$ cat config.mk
export PLATFORM = sky130hd
export DESIGN_NAME = match_score_tracker
export DESIGN_NICKNAME = d
export VERILOG_FILES = /design/src/rtl/match_score_tracker.sv
export SDC_FILE = /design/constraint.sdc
export NUM_CORES = 1
export LEC_CHECK = 0
export CAP_MARGIN = 20
export CORE_AREA = 2 2 48 50
export DETAILED_ROUTE_END_ITERATION = 10
export DIE_AREA = 0 0 50 52
export PLACE_DENSITY = 0.81
export SLEW_MARGIN = 10
export SYNTH_ARGS = -nofsm -noshare
export SYNTH_HDL_FRONTEND = slang
export SYNTH_SLANG_ARGS = --single-unit
export TNS_END_PERCENT = 50
$ cat constraint.sdc
create_clock -name clk -period 2.4 [get_ports clk]
set_input_delay 0.48 -clock clk [delete_from_list [all_inputs] [get_ports clk]]
set_output_delay 0.48 -clock clk [all_outputs]
set_load 0.05 [all_outputs]
$ cat src/rtl/match_score_tracker.sv
// Match scorekeeper: accepts per-round results, counts rounds and per-player wins,
// and reports a registered running winner and a match-finished flag.
module match_score_tracker #(
    parameter int MAX_ROUNDS = 8,
    parameter int CNT_W      = 4
) (
    input  logic             clk,
    input  logic             reset_n,
    input  logic             start,
    input  logic             result_valid,
    input  logic [1:0]       result,
    output logic             result_ready,
    output logic [CNT_W-1:0] round,
    output logic [CNT_W-1:0] win,
    output logic [CNT_W-1:0] lose,
    output logic             fin,
    output logic [1:0]       winner,
    output logic             err,
    output logic [1:0]       state_dbg
);

    typedef enum logic [1:0] {
        IDLE = 2'b00,
        PLAY = 2'b01,
        DONE = 2'b10
    } state_t;

    localparam logic [CNT_W-1:0] MAX_CNT = CNT_W'(MAX_ROUNDS);

    state_t           state_q, state_d;
    logic [CNT_W-1:0] round_q, round_d;
    logic [CNT_W-1:0] win_q, win_d;
    logic [CNT_W-1:0] lose_q, lose_d;
    logic [1:0]       winner_q, winner_d;
    logic             err_q, err_d;
    logic             xfer;

    // Handshake: a result transfers on a rising edge where result_valid and
    // result_ready are both high; result_ready depends on state only, never on valid.
    assign result_ready = (state_q == PLAY);
    assign xfer         = result_valid & result_ready;

    always_comb begin
        state_d = state_q;
        round_d = round_q;
        win_d   = win_q;
        lose_d  = lose_q;
        err_d   = 1'b0;

        // start restarts from any state and overrides a same-cycle transfer
        if (start) begin
            state_d = PLAY;
            round_d = '0;
            win_d   = '0;
            lose_d  = '0;
        end else begin
            case (state_q)
                IDLE: state_d = IDLE;
                PLAY: begin
                    if (xfer) begin
                        case (result)
                            2'b10: begin
                                round_d = round_q + 1'b1;
                                win_d   = win_q + 1'b1;
                            end
                            2'b11: begin
                                round_d = round_q + 1'b1;
                                lose_d  = lose_q + 1'b1;
                            end
                            2'b01: round_d = round_q + 1'b1;
                            default: err_d = 1'b1;
                        endcase
                        if (round_d == MAX_CNT) begin
                            state_d = DONE;
                        end
                    end
                end
                DONE: state_d = DONE;
                default: state_d = IDLE;
            endcase
        end

        // Derived from next-state counts so winner never lags win/lose
        if (win_d > lose_d) begin
            winner_d = 2'b10;
        end else if (lose_d > win_d) begin
            winner_d = 2'b11;
        end else begin
            winner_d = 2'b01;
        end
    end

    always_ff @(posedge clk or negedge reset_n) begin
        if (!reset_n) begin
            state_q  <= IDLE;
            round_q  <= '0;
            win_q    <= '0;
            lose_q   <= '0;
            winner_q <= 2'b01;
            err_q    <= 1'b0;
        end else begin
            state_q  <= state_d;
            round_q  <= round_d;
            win_q    <= win_d;
            lose_q   <= lose_d;
            winner_q <= winner_d;
            err_q    <= err_d;
        end
    end

    assign round     = round_q;
    assign win       = win_q;
    assign lose      = lose_q;
    assign fin       = (state_q == DONE);
    assign winner    = winner_q;
    assign err       = err_q;
    assign state_dbg = state_q;

endmodule

==> key figures <==
Synth
  • EDFF count, synth: 0
  • Leading area contributor after synthesis: dfrtp_1
  • Syn. warnings: 0
  • Post-synthesis net count: between 100 and 150
  • Syn Inst Count: 89
  • Syn_area_per_cell: 10.7 µm²
  • Post-synth cell types: 30
  • Sequential area share after synthesis: 45.0%
  • Top post-synthesis cells by count: dfrtp_1 (16), ha_1 (9), nor2_1 (8)
  • Synth top area share: between 40% and 50%
  • Mapped Area: between 900 and 1000 µm²
  • Area contributors post-synth: dfrtp_1 (42%), ha_1 (12%), xor2_1 (6.5%), xnor2_1 (3.7%), or2_1 (3.3%)
  • Ys async rst share: 100%
  • Synthesized flop and latch total: 17
  • Most frequent cell after synthesis: dfrtp_1
  • Leading register cell type out of synthesis: dfrtp_1

Clocking
  • CTS tree: built
  • Clk pin slew, worst setup/hold paths: 0.10 ns
  • Clock buffer count from CTS: 3
  • TritonCTS Sinks: 17
  • Clock Tree Buf Depth: 2
  • Hold_buf cts: 0
  • Root buf cell: clkbuf_4
  • Worst skew pair latency: 0.30 ns
  • Clock H-tree levels: 1

Timing
  • Final Slew Violations: 0
  • Final setup fails: 0
  • Worst slew margin: 65.4%
  • Final hold vios: 0
  • Period minus WS final: about 2.3 ns
  • RSZ-0062 raised after global routing: no
  • Hold WS: 0.495 ns
  • Slew @ Worst Pin: 0.518 ns
  • Setup ws final: 0.147 ns
  • Period utilization: 93.9%
  • Setup Skew: 0.00185 ns
  • Fmax: roughly 0.44 GHz

Setup path
  • CP Cell Sequence: clkdlybuf4s50_1 > nor3b_4 > nand2_1 > xor2_1 > or2_1 > ha_1 > o21ai_1 > nand2b_1 > a21o_1 > nand2_1
  • Worst path max stage delay: 0.51 ns
  • CP Depth: 10
  • Arrival @ worst endpoint: 2.50 ns
  • Slowest cell on crit path: clkdlybuf4s50_1
  • Cell family with most CP delay: simple AND/OR/NAND/NOR gates
  • Worst Setup End Kind: register
  • Critical Path RT: about 2.7 ns
  • Largest fanout on the critical path: 5
  • Worst Reg-to-Reg Cells: 12
  • CP Class: in -> reg
  • Critical Path Source Type: input port
  • Worst Path Buf+Inv: 1
  • CP dominant cell by count: nand2_1

Drt
  • Drt total wl: 1.98 mm
  • WL/cell: 13.1 µm
  • DRC: 0
  • Total number of vias: 744
  • Post-route ant nets: 0
  • Initial drt markers: 5
  • Initial DRT Pass Iterations: 4
  • Vias per cell: 4.93

Global routing
  • Total GRT Usage: 18.4%
  • Global-route wire length before repair: 3.51 mm
  • Vias in the first global route: 797
  • Gr ovfl total: 0
  • Largest net degree at the start of global routing: 18
  • Initial antenna violation count: 0

Final layout
  • Synth-to-Final Area Change: 39.4%
  • Nets: 139
  • Share of cells above drive strength 1: 18.7%
  • Fin util: 62.8%
  • Antenna Cells: 0

Power
  • Gate power share: 41.0%
  • LEAKAGE: 0.606 nW
  • Internal power: about 510 µW
  • Clock Power Share: around a fifth
  • VDD IR max: 0.421 mV
  • PwrDens: between 600 and 700 nW/µm²
  • Seq pwr share: 40.1%
  • P_sw: 339 µW
  • Switching Share: 40.1%

Outcome
  • Run status: finished, final reports clean

Floorplan
  • Std-Cell Rows: 17
  • Die X: 50 µm
  • Area of the core: roughly 2100 µm²
  • Initial Util: 45.0%
  • Die extent in y: about 52 µm
  • I/O Pins: 25
  • Die footprint: 2600 µm²

Placed design
  • Worst slack, placed: -0.234 ns
  • Port Buffer Count: 24
  • Detailed placement HPWL: 1.53 mm
  • Final Wtd Congestion: 0.776

Flow run
  • Reported max-cap violation count: 0

Worst hold path
  • HP Class: in -> async
==> state kept, by name, indices dropped and copies added, names as in the netlist <==
register   flops
err            1
win            4
winner         2
lose           4
state_dbg      2
round          4
==> power by group through the flow <==
stage | Clock [mW] | Combinational, mW | Sequential [mW]
6_report | 0.159 | 0.347 | 0.340
3_5_place_dp | 0 | 0.348 | 0.345
4_1_cts | 0.162 | 0.349 | 0.340
5_1_grt | 0.183 | 0.371 | 0.343
3_3_place_gp | 0 | 0.342 | 0.344
2_1_floorplan | 0 | 0.159 | 0.429
==> layer usage <==
layer / routed length [µm] / GRT usage, % / vias up / part of all wire, %
met1: 859 / 21.3 / 351 / 43
met2: 1020 / 32.9 / 18 / 52
met4: 45 / 9.72 / 0 / 2.3
li1: - / - / 370 / -
met5: 0 / 0 / - / 0
met3: 51 / 2.59 / 5 / 2.6
==> cells by family after synthesis <==
| logic type | count (synthesis) | share of synthesized area, % |
|---|---|---|
| mux | 1 | 1.06 |
| xor+xnor | 11 | 10.2 |
| flops | 17 | 45.0 |
| fa+ha+maj | 9 | 11.9 |
| simple gates | 35 | 21.9 |
| compound gates | 10 | 7.26 |
| buf+inv | 6 | 2.77 |
==> final timing paths <==
kind | start | endpoint | slack (ns)
setup / recovery | result[0] | winner[1]$_DFF_PN0_ | 0.15
hold / removal | reset_n | state_dbg[0]$_DFFE_PN0P_ | 0.49
setup reg to reg | state_dbg[1]$_DFFE_PN0P_ | winner[1]$_DFF_PN0_ | 0.16
hold reg to reg | state_dbg[1]$_DFFE_PN0P_ | state_dbg[1]$_DFFE_PN0P_ | 0.59
max in group asynchronous | reset_n | winner[0]$_DFF_PN1_ | 1.65
min in group clk | result_valid | err$_DFF_PN0_ | 0.51
==> cell usage in the layout, fill, tap and decap left out, types with 2 or more instances in the layout <==
cell type / n
or2_1: 5
inv_1: 3
nand2b_1: 3
nand4_1: 3
a21oi_1: 2
xnor2_1: 4
buf_4: 8
dfrtp_2: 2
nor2_1: 8
nor3_1: 2
xor2_1: 7
nand2_1: 7
ha_1: 8
dfrtp_1: 14
clkbuf_4: 3
clkdlybuf4s50_1: 23
==> through the flow <==
step                      power, mW  area, µm²  TNS (ns)  cells
after CTS                     0.851       1310         0    150
after floorplan               0.588        968         0     89
final                         0.846       1320         0    151
after detailed placement      0.693       1280    -0.430    146
after global routing          0.897       1320         0    151
after global placement        0.686       1280    -0.318    146
==> cell type report <==
class                           instances  area [µm²]
Sequential cell                        17         429
Tap cell                               28        35.0
Multi-Input combinational cell         66         513
Clock inverter                          1        5.00
Timing Repair Buffer                   32         303
Inverter                                4        15.0
Clock buffer                            3        22.5
Fill cell                             173         783
==> timing repair <==
action,4_1_cts,5_1_grt
buffers inserted,0,1
setup endpoints to repair,0,2
gates resized for setup,0,1
(Power assumes the default switching activity.)
